File: src/rtl/count_bcd_display.sv
// ============================================================================
// count_bcd_display: binary-to-BCD converter with five 7-segment outputs.
// Optional leading-zero blanking with macro COUNT_BCD_DISPLAY_BLANK_EN. Rev 1.0
// ============================================================================
`default_nettype none

module count_bcd_display #(
  parameter int WIDTH  = 16,
  parameter int DIGITS = 5
) (
  input  logic                  clk,
  input  logic                  resetn,
  input  logic [WIDTH-1:0]      count,
  input  logic                  start,
  output logic                  busy,
  output logic                  done,
  output logic [4*DIGITS-1:0]   bcd,
  output logic [6:0]            hex0,
  output logic [6:0]            hex1,
  output logic [6:0]            hex2,
  output logic [6:0]            hex3,
  output logic [6:0]            hex4
);

  localparam int              ITER_W    = (WIDTH > 1) ? $clog2(WIDTH) : 1;
  localparam logic [ITER_W-1:0] LAST_ITER = ITER_W'(WIDTH - 1);

  typedef enum logic [1:0] {
    S_IDLE  = 2'd0,
    S_SHIFT = 2'd1,
    S_DONE  = 2'd2
  } state_t;

  state_t                state_q;
  logic [WIDTH-1:0]      bin_sr_q;
  logic [4*DIGITS-1:0]   acc_q;
  logic [4*DIGITS-1:0]   acc_adj_d;
  logic [ITER_W-1:0]     iter_q;
  logic                  busy_q;
  logic                  done_q;
  logic [4*DIGITS-1:0]   bcd_q;
  logic [6:0]            seg_w [DIGITS];

  // Add-3 correction applied to each nibble on its own before the shift.
  always_comb begin
    acc_adj_d = acc_q;
    for (int k = 0; k < DIGITS; k++) begin
      if (acc_q[4*k +: 4] >= 4'd5) begin
        acc_adj_d[4*k +: 4] = acc_q[4*k +: 4] + 4'd3;
      end
    end
  end

  // busy stays high through the done cycle, so it spans WIDTH+2 cycles.
  always_ff @(posedge clk) begin
    if (!resetn) begin
      state_q  <= S_IDLE;
      bin_sr_q <= '0;
      acc_q    <= '0;
      iter_q   <= '0;
      busy_q   <= 1'b0;
      done_q   <= 1'b0;
      bcd_q    <= '0;
    end else begin
      done_q <= 1'b0;
      case (state_q)
        S_IDLE: begin
          busy_q <= 1'b0;
          if (start) begin
            bin_sr_q <= count;
            acc_q    <= '0;
            iter_q   <= '0;
            busy_q   <= 1'b1;
            state_q  <= S_SHIFT;
          end
        end
        S_SHIFT: begin
          acc_q    <= {acc_adj_d[4*DIGITS-2:0], bin_sr_q[WIDTH-1]};
          bin_sr_q <= {bin_sr_q[WIDTH-2:0], 1'b0};
          iter_q   <= iter_q + ITER_W'(1);
          if (iter_q == LAST_ITER) begin
            state_q <= S_DONE;
          end
        end
        S_DONE: begin
          bcd_q   <= acc_q;
          done_q  <= 1'b1;
          state_q <= S_IDLE;
        end
        default: begin
          state_q <= S_IDLE;
        end
      endcase
    end
  end

  function automatic logic [6:0] seg7(input logic [3:0] d);
    case (d)
      4'd0:    seg7 = 7'h40;
      4'd1:    seg7 = 7'h79;
      4'd2:    seg7 = 7'h24;
      4'd3:    seg7 = 7'h30;
      4'd4:    seg7 = 7'h19;
      4'd5:    seg7 = 7'h12;
      4'd6:    seg7 = 7'h02;
      4'd7:    seg7 = 7'h78;
      4'd8:    seg7 = 7'h00;
      4'd9:    seg7 = 7'h10;
      default: seg7 = 7'h7F;
    endcase
  endfunction

  for (genvar k = 0; k < DIGITS; k++) begin : g_digit
`ifdef COUNT_BCD_DISPLAY_BLANK_EN
    if (k == 0) begin : g_lsd
      assign seg_w[k] = seg7(bcd_q[3:0]);
    end else begin : g_blank
      // Blank this digit when it and every more-significant digit are zero.
      assign seg_w[k] = (bcd_q[4*DIGITS-1:4*k] == '0) ? 7'h7F
                                                      : seg7(bcd_q[4*k +: 4]);
    end
`else
    assign seg_w[k] = seg7(bcd_q[4*k +: 4]);
`endif
  end

  assign busy = busy_q;
  assign done = done_q;
  assign bcd  = bcd_q;
  assign hex0 = seg_w[0];
  assign hex1 = seg_w[1];
  assign hex2 = seg_w[2];
  assign hex3 = seg_w[3];
  assign hex4 = seg_w[4];

endmodule

`default_nettype wire
File: config.mk
export PLATFORM = sky130hd
export DESIGN_NAME = count_bcd_display
export DESIGN_NICKNAME = d
export VERILOG_FILES = /design/src/rtl/count_bcd_display.sv
export SDC_FILE = /design/constraint.sdc
export NUM_CORES = 1
export LEC_CHECK = 0
export ABC_AREA = 1
export BUFFER_PORTS_ARGS = -buffer_cell sky130_fd_sc_hd__buf_2
export CORE_ASPECT_RATIO = 1.2
export CORE_MARGIN = 2
export CORE_UTILIZATION = 45
export CTS_CLUSTER_DIAMETER = 150
export DETAILED_ROUTE_END_ITERATION = 6
export PLACE_DENSITY = 0.77
export SLEW_MARGIN = 20
export SYNTH_ARGS = -nofsm -noshare
export SYNTH_HDL_FRONTEND = slang
export SYNTH_SLANG_ARGS = --single-unit
export TNS_END_PERCENT = 5
File: constraint.sdc
create_clock -name clk -period 2.6 [get_ports clk]
set_clock_uncertainty 0.05 [all_clocks]
set_input_delay 0.78 -clock clk [delete_from_list [all_inputs] [get_ports clk]]
set_output_delay 0.78 -clock clk [all_outputs]
set_load 0.01 [all_outputs]
* Word-level counts from Yosys, hierarchy flattened
Memory sizes are Yosys's and may differ from the RTL's. A register that Yosys moved wholly into a read port is not among the register bits. Index checks and enable logic that the tools add are counted.
Operators by class: $add $sub $neg 6, order comparisons 5, reduce and logical (&&, ||, !) cells 4, equality and inequality tests 5, mux-type cells 26
Operators with widths (count):
- 4-bit 2-to-1 mux | 15
- 20-bit case mux with 2 select lines | 1
- 16-bit case mux with 2 select lines | 1
- 4-bit by 3-bit >= comparator with 1-bit output (second input constant) | 5
- 20-bit 2-to-1 mux | 1
- 4-bit by 2-bit adder with 4-bit output (second input constant) | 4
- 16-bit 2-to-1 mux | 1
- 4-bit case mux with 2 select lines | 1
- 4-bit by 1-bit adder with 4-bit output (second input constant) | 1
- 4-bit equality test (second input constant) | 1
- 2-bit 2-to-1 mux | 2
- 2-bit != test (second input constant) | 2
- 2-bit case mux with 2 select lines | 1
- 2-bit AND reduction | 2
- 3-bit by 2-bit adder with 3-bit output (second input constant) | 1
- 3-bit 2-to-1 mux | 1
- 2-bit by 1-bit equality test with 1-bit output (second input constant) | 1
- 2-bit equality test (second input constant) | 1
- 2-bit logical NOT | 1
- 1-bit 2-to-1 mux | 2
- 2-bit nonzero test | 1
Word-level totals: register bits after elaboration 64, output and inout port bits 57, ROM bits 560, logic and storage cells 58, memories kept 5
Memory list:
- (no name shown) | depth 16, width 7, read ports 1, clocked after memory_dff 1, wr ports 0, line 98 | case (d)
- (no name shown) | depth 16, width 7, read ports 1, clocked after memory_dff 1, wr ports 0, line 98
- (no name shown) | depth 16, width 7, read ports 1, clocked after memory_dff 1, wr ports 0, line 98
- (no name shown) | depth 16, width 7, read ports 1, clocked after memory_dff 1, wr ports 0, line 98
- (no name shown) | depth 16, width 7, read ports 1, clocked after memory_dff 1, wr ports 0, line 98

* Depth between registers and ports, before layout
word-level depth 3, gate-level depth with buffers 11, gate-level depth less buffers 11

* Least setup slack after synthesis
Ideal clock, no wire load.
kind input to register, start input resetn, end register, netlist name hex2[3], slack 551 ps, data arrival time 1883 ps, cell stages on the path 8, cell sequence buf_4 > buf_2 > nand3_1 > ha_1 > inv_1 > nand4_1 > nand3_1 > nand2_1
Between the ends: word-level cells in the longest chain between the ends 1
Ends and longest elaborated chain:
- start: declaration | line 12 | input logic resetn,
- 4-bit 2-to-1 mux (no source line)
Every way passes these cells. A chain may end at the register's enable or synchronous reset.

* Final worst setup path
start register state_q[0], end register, netlist name hex0[3]
Between the ends: word-level cells in the longest chain between the ends 3
Ends and longest elaborated chain:
- start: declaration | line 34 | state_t state_q;
- start signal: assignment | line 57 | state_q <= S_IDLE;
- start signal: assignment | line 74 | state_q <= S_SHIFT;
- start signal: assignment | line 82 | state_q <= S_DONE;
- 2-bit equality test | line 66 | case (state_q)
- 4-bit 2-to-1 mux (no source line) (2 in series)
Every way passes these cells.

==> results.yml <==
global_routing:
  overflow: 0
  grt_max_degree: 34
  grt_pass1_wl_um: 16400
  grt_pass1_vias: 3848
  grtUsageTotal: 0.169
  grt_antenna_before_repair: 0
power:
  power.density_nw_per_um2: 549
  p_seq_frac: 0.497
  p_comb_frac: 0.050
  pwr-share-clk: 0.453
  vdd_drop_max_v: 0.000297
  leakage_nw: 3.05
  power_mw: 3.12
  p_int_mw: 2.47
  switching_share: 0.210
  p_sw_mw: 0.657
synth:
  ys_top_cells_by_count: "nand2_1 (178), inv_1 (100), dfxtp_1 (99)"
  yosys_warnings: 0
  async_flop_share: 0
  ys_ff_latch: 99
  synth_ff_type: "dfxtp_1"
  yosysMostFrequentCell: "nand2_1"
  syn_area_um2: 4850
  synth-compound-area-share: 0.0707
  synthesis.nets: 725
  syn_area_per_cell_um2: 7.24
  synth_seq_area_share: 0.409
  yosys.area.top_type: "dfxtp_1"
  synth_top_family_by_area: "simple AND/OR/NAND/NOR gates"
  yosysTopAreaCellShare: 0.409
  synth-xor-area-share: 0
  synth_edf_count: 0
  synthAdderAreaFrac: 0.0929
  synth_cells: 670
  synth-simple-area-share: 0.319
  synthTopCellsByArea: "dfxtp_1 (41%), nand2_1 (14%), ha_1 (9.3%), inv_1 (7.7%), nand3_1 (7.4%)"
  synth_cell_types: 23
  synthMuxAreaShare: 0
floorplanning:
  start_util: 0.461
  core_area_um2: 10500
  chipWidth_um: 98.8
  rows: 41
  die_h_um: 118
  dieArea_um2: 11600
  pin_count: 76
sta:
  max_freq_mhz: 463
  slew_headroom: 0.726
  fin_setup_tns_ns: 0
  worstMarginPinSlew_ns: 0.410
  setup_violations: 0
  grt_setup_unrepaired: "false"
  fin_crit_sh: 0.830
  layout_min_cycle_time_ns: 2.16
  finalHoldViolCount: 0
  slew_violations: 0
clock_network:
  clock_sinks: 99
  cts-htree-levels: 3
  insertion_delay_ns: 0.34
  cts_resized: 0
  cts_buffers: 9
  post_cts_buffers: 0
  clk_pin_slew_ns: 0.07
  cts_tree: "done"
  hold_buffers: 0
  ctsRootBufferMaster: "clkbuf_16"
  cts_max_path_buffers: 2
placement:
  io_buffers: 75
  dp.cells: 860
  place.gp.congestion: 0.861
  dp_hpwl_um: 6870
cells_and_area:
  syn_to_final_growth_pct: 17.3
  regArea_um2: 1980
  fin_nets: 797
  fill_cells: 1027
  final_cells: 876
  final_util: 0.541
  n_antenna_cell: 0
  drive_above_1_share: 0.182
  multi_input_area_um2: 2350
critical_path:
  critPathRequiredTime_ns: 2.78
  end_kind: "flop"
  cp_max_fo: 16
  cp-start-kind: "flop"
  crit_type: "flop to flop"
  arrival_ns: 2.34
routing:
  post-route-drc-count: 0
  dr.pass1.iters: 4
  routed_wl_um: 9560
  routed_via_density: 4.84
  num_vias: 4242
  detail-route-antenna-nets: 0
  routedWlPerCell_um: 10.9
  drtIter0Drc: 180
min_path:
  hold_path_class: "flop to flop"
job:
  cap_violations: 0
outcome:
  status: "completed"
## final cells by class
| class | instances | area share |
|---|---|---|
| clock buffer | 12 | 0.0433 |
| sequential | 99 | 0.348 |
| multi-input combinational | 440 | 0.412 |
| tap | 129 | 0.0284 |
| inverter | 110 | 0.0726 |
| timing repair buffer | 82 | 0.0818 |
| clock inverter | 4 | 0.0130 |
## cells in the final DEF, fill, tap and decap left out, drive strengths merged
cell,instances
nand2,194
inv,110
dfxtp,99
buf,82
nand3,77
nor2,40
ha,36
a21oi,32
nand4,30
o21ai,12
clkbuf,12
o211ai,11
a31oi,4
or2,2
bufinv,2
clkinv,2
a211oi,1
a22oi,1
## power by group through the flow
stage                     registers [mW]  clock network, mW  logic, mW
after floorplan                     1.59                  0      0.109
after global placement              1.59                  0      0.157
after detailed placement            1.59                  0      0.158
after CTS                           1.55               1.44      0.158
after global routing                1.56               1.49      0.178
final                               1.55               1.41      0.156
## worst max-delay path, cell delays in order, from the launching register on
cell and delay, ns:
dfxtp_1 0.38, inv_2 0.23, nand2_2 0.31, nand2_1 0.14, inv_1 0.07, nor2_2 0.19, inv_1 0.12, ha_1 0.29
nand4_1 0.11, nand3_1 0.11, nand2_1 0.05
## state kept, by name, indices dropped and copies added (netlist names)
register	cells
hex4	7
iter_q	4
hex3	7
done	1
acc_q	20
bcd	20
hex2	7
state_q	2
hex1	7
busy	1
bin_sr_q	16
hex0	7
## per-layer routing
| metal | wire length [um] | track usage | share of wire |
|---|---|---|---|
| met2 | 4670 | 0.299 | 0.49 |
| met1 | 4390 | 0.203 | 0.46 |
| met5 | 0 | 0 | 0 |
| met3 | 377 | 0.0327 | 0.039 |
| met4 | 133 | 0.0582 | 0.014 |
## path summary, 6_finish.rpt
| kind | start | end | slack, ns | cells past startpoint |
|---|---|---|---|---|
| max reg2reg | state_q[0] | hex0[3] | 0.44 | 10 |
| min reg2reg | bin_sr_q[10] | bin_sr_q[10] | 0.40 | 2 |
| max | state_q[0] | hex0[3] | 0.44 | 10 |
| min | bin_sr_q[10] | bin_sr_q[10] | 0.40 | 2 |
## metrics by stage
step	area, um^2	hold slack, ns	setup slack, ns
2_1_floorplan	4850	0.374	0.551
3_3_place_gp	5370	0.386	0.441
3_5_place_dp	5370	0.388	0.401
4_1_cts	5690	0.398	0.441
5_1_grt	5690	0.406	0.204
6_report	5690	0.398	0.441
## kinds of logic (layout without fill, tap and decap cells)
family	count (synthesis)	after routing
flip-flops	99	99
adder cells (fa/ha/maj)	36	36
buffers and inverters	131	208
AND/OR/NAND/NOR	343	343
AO/OA/AOI/OAI	61	61
(Power assumes the default switching activity.)
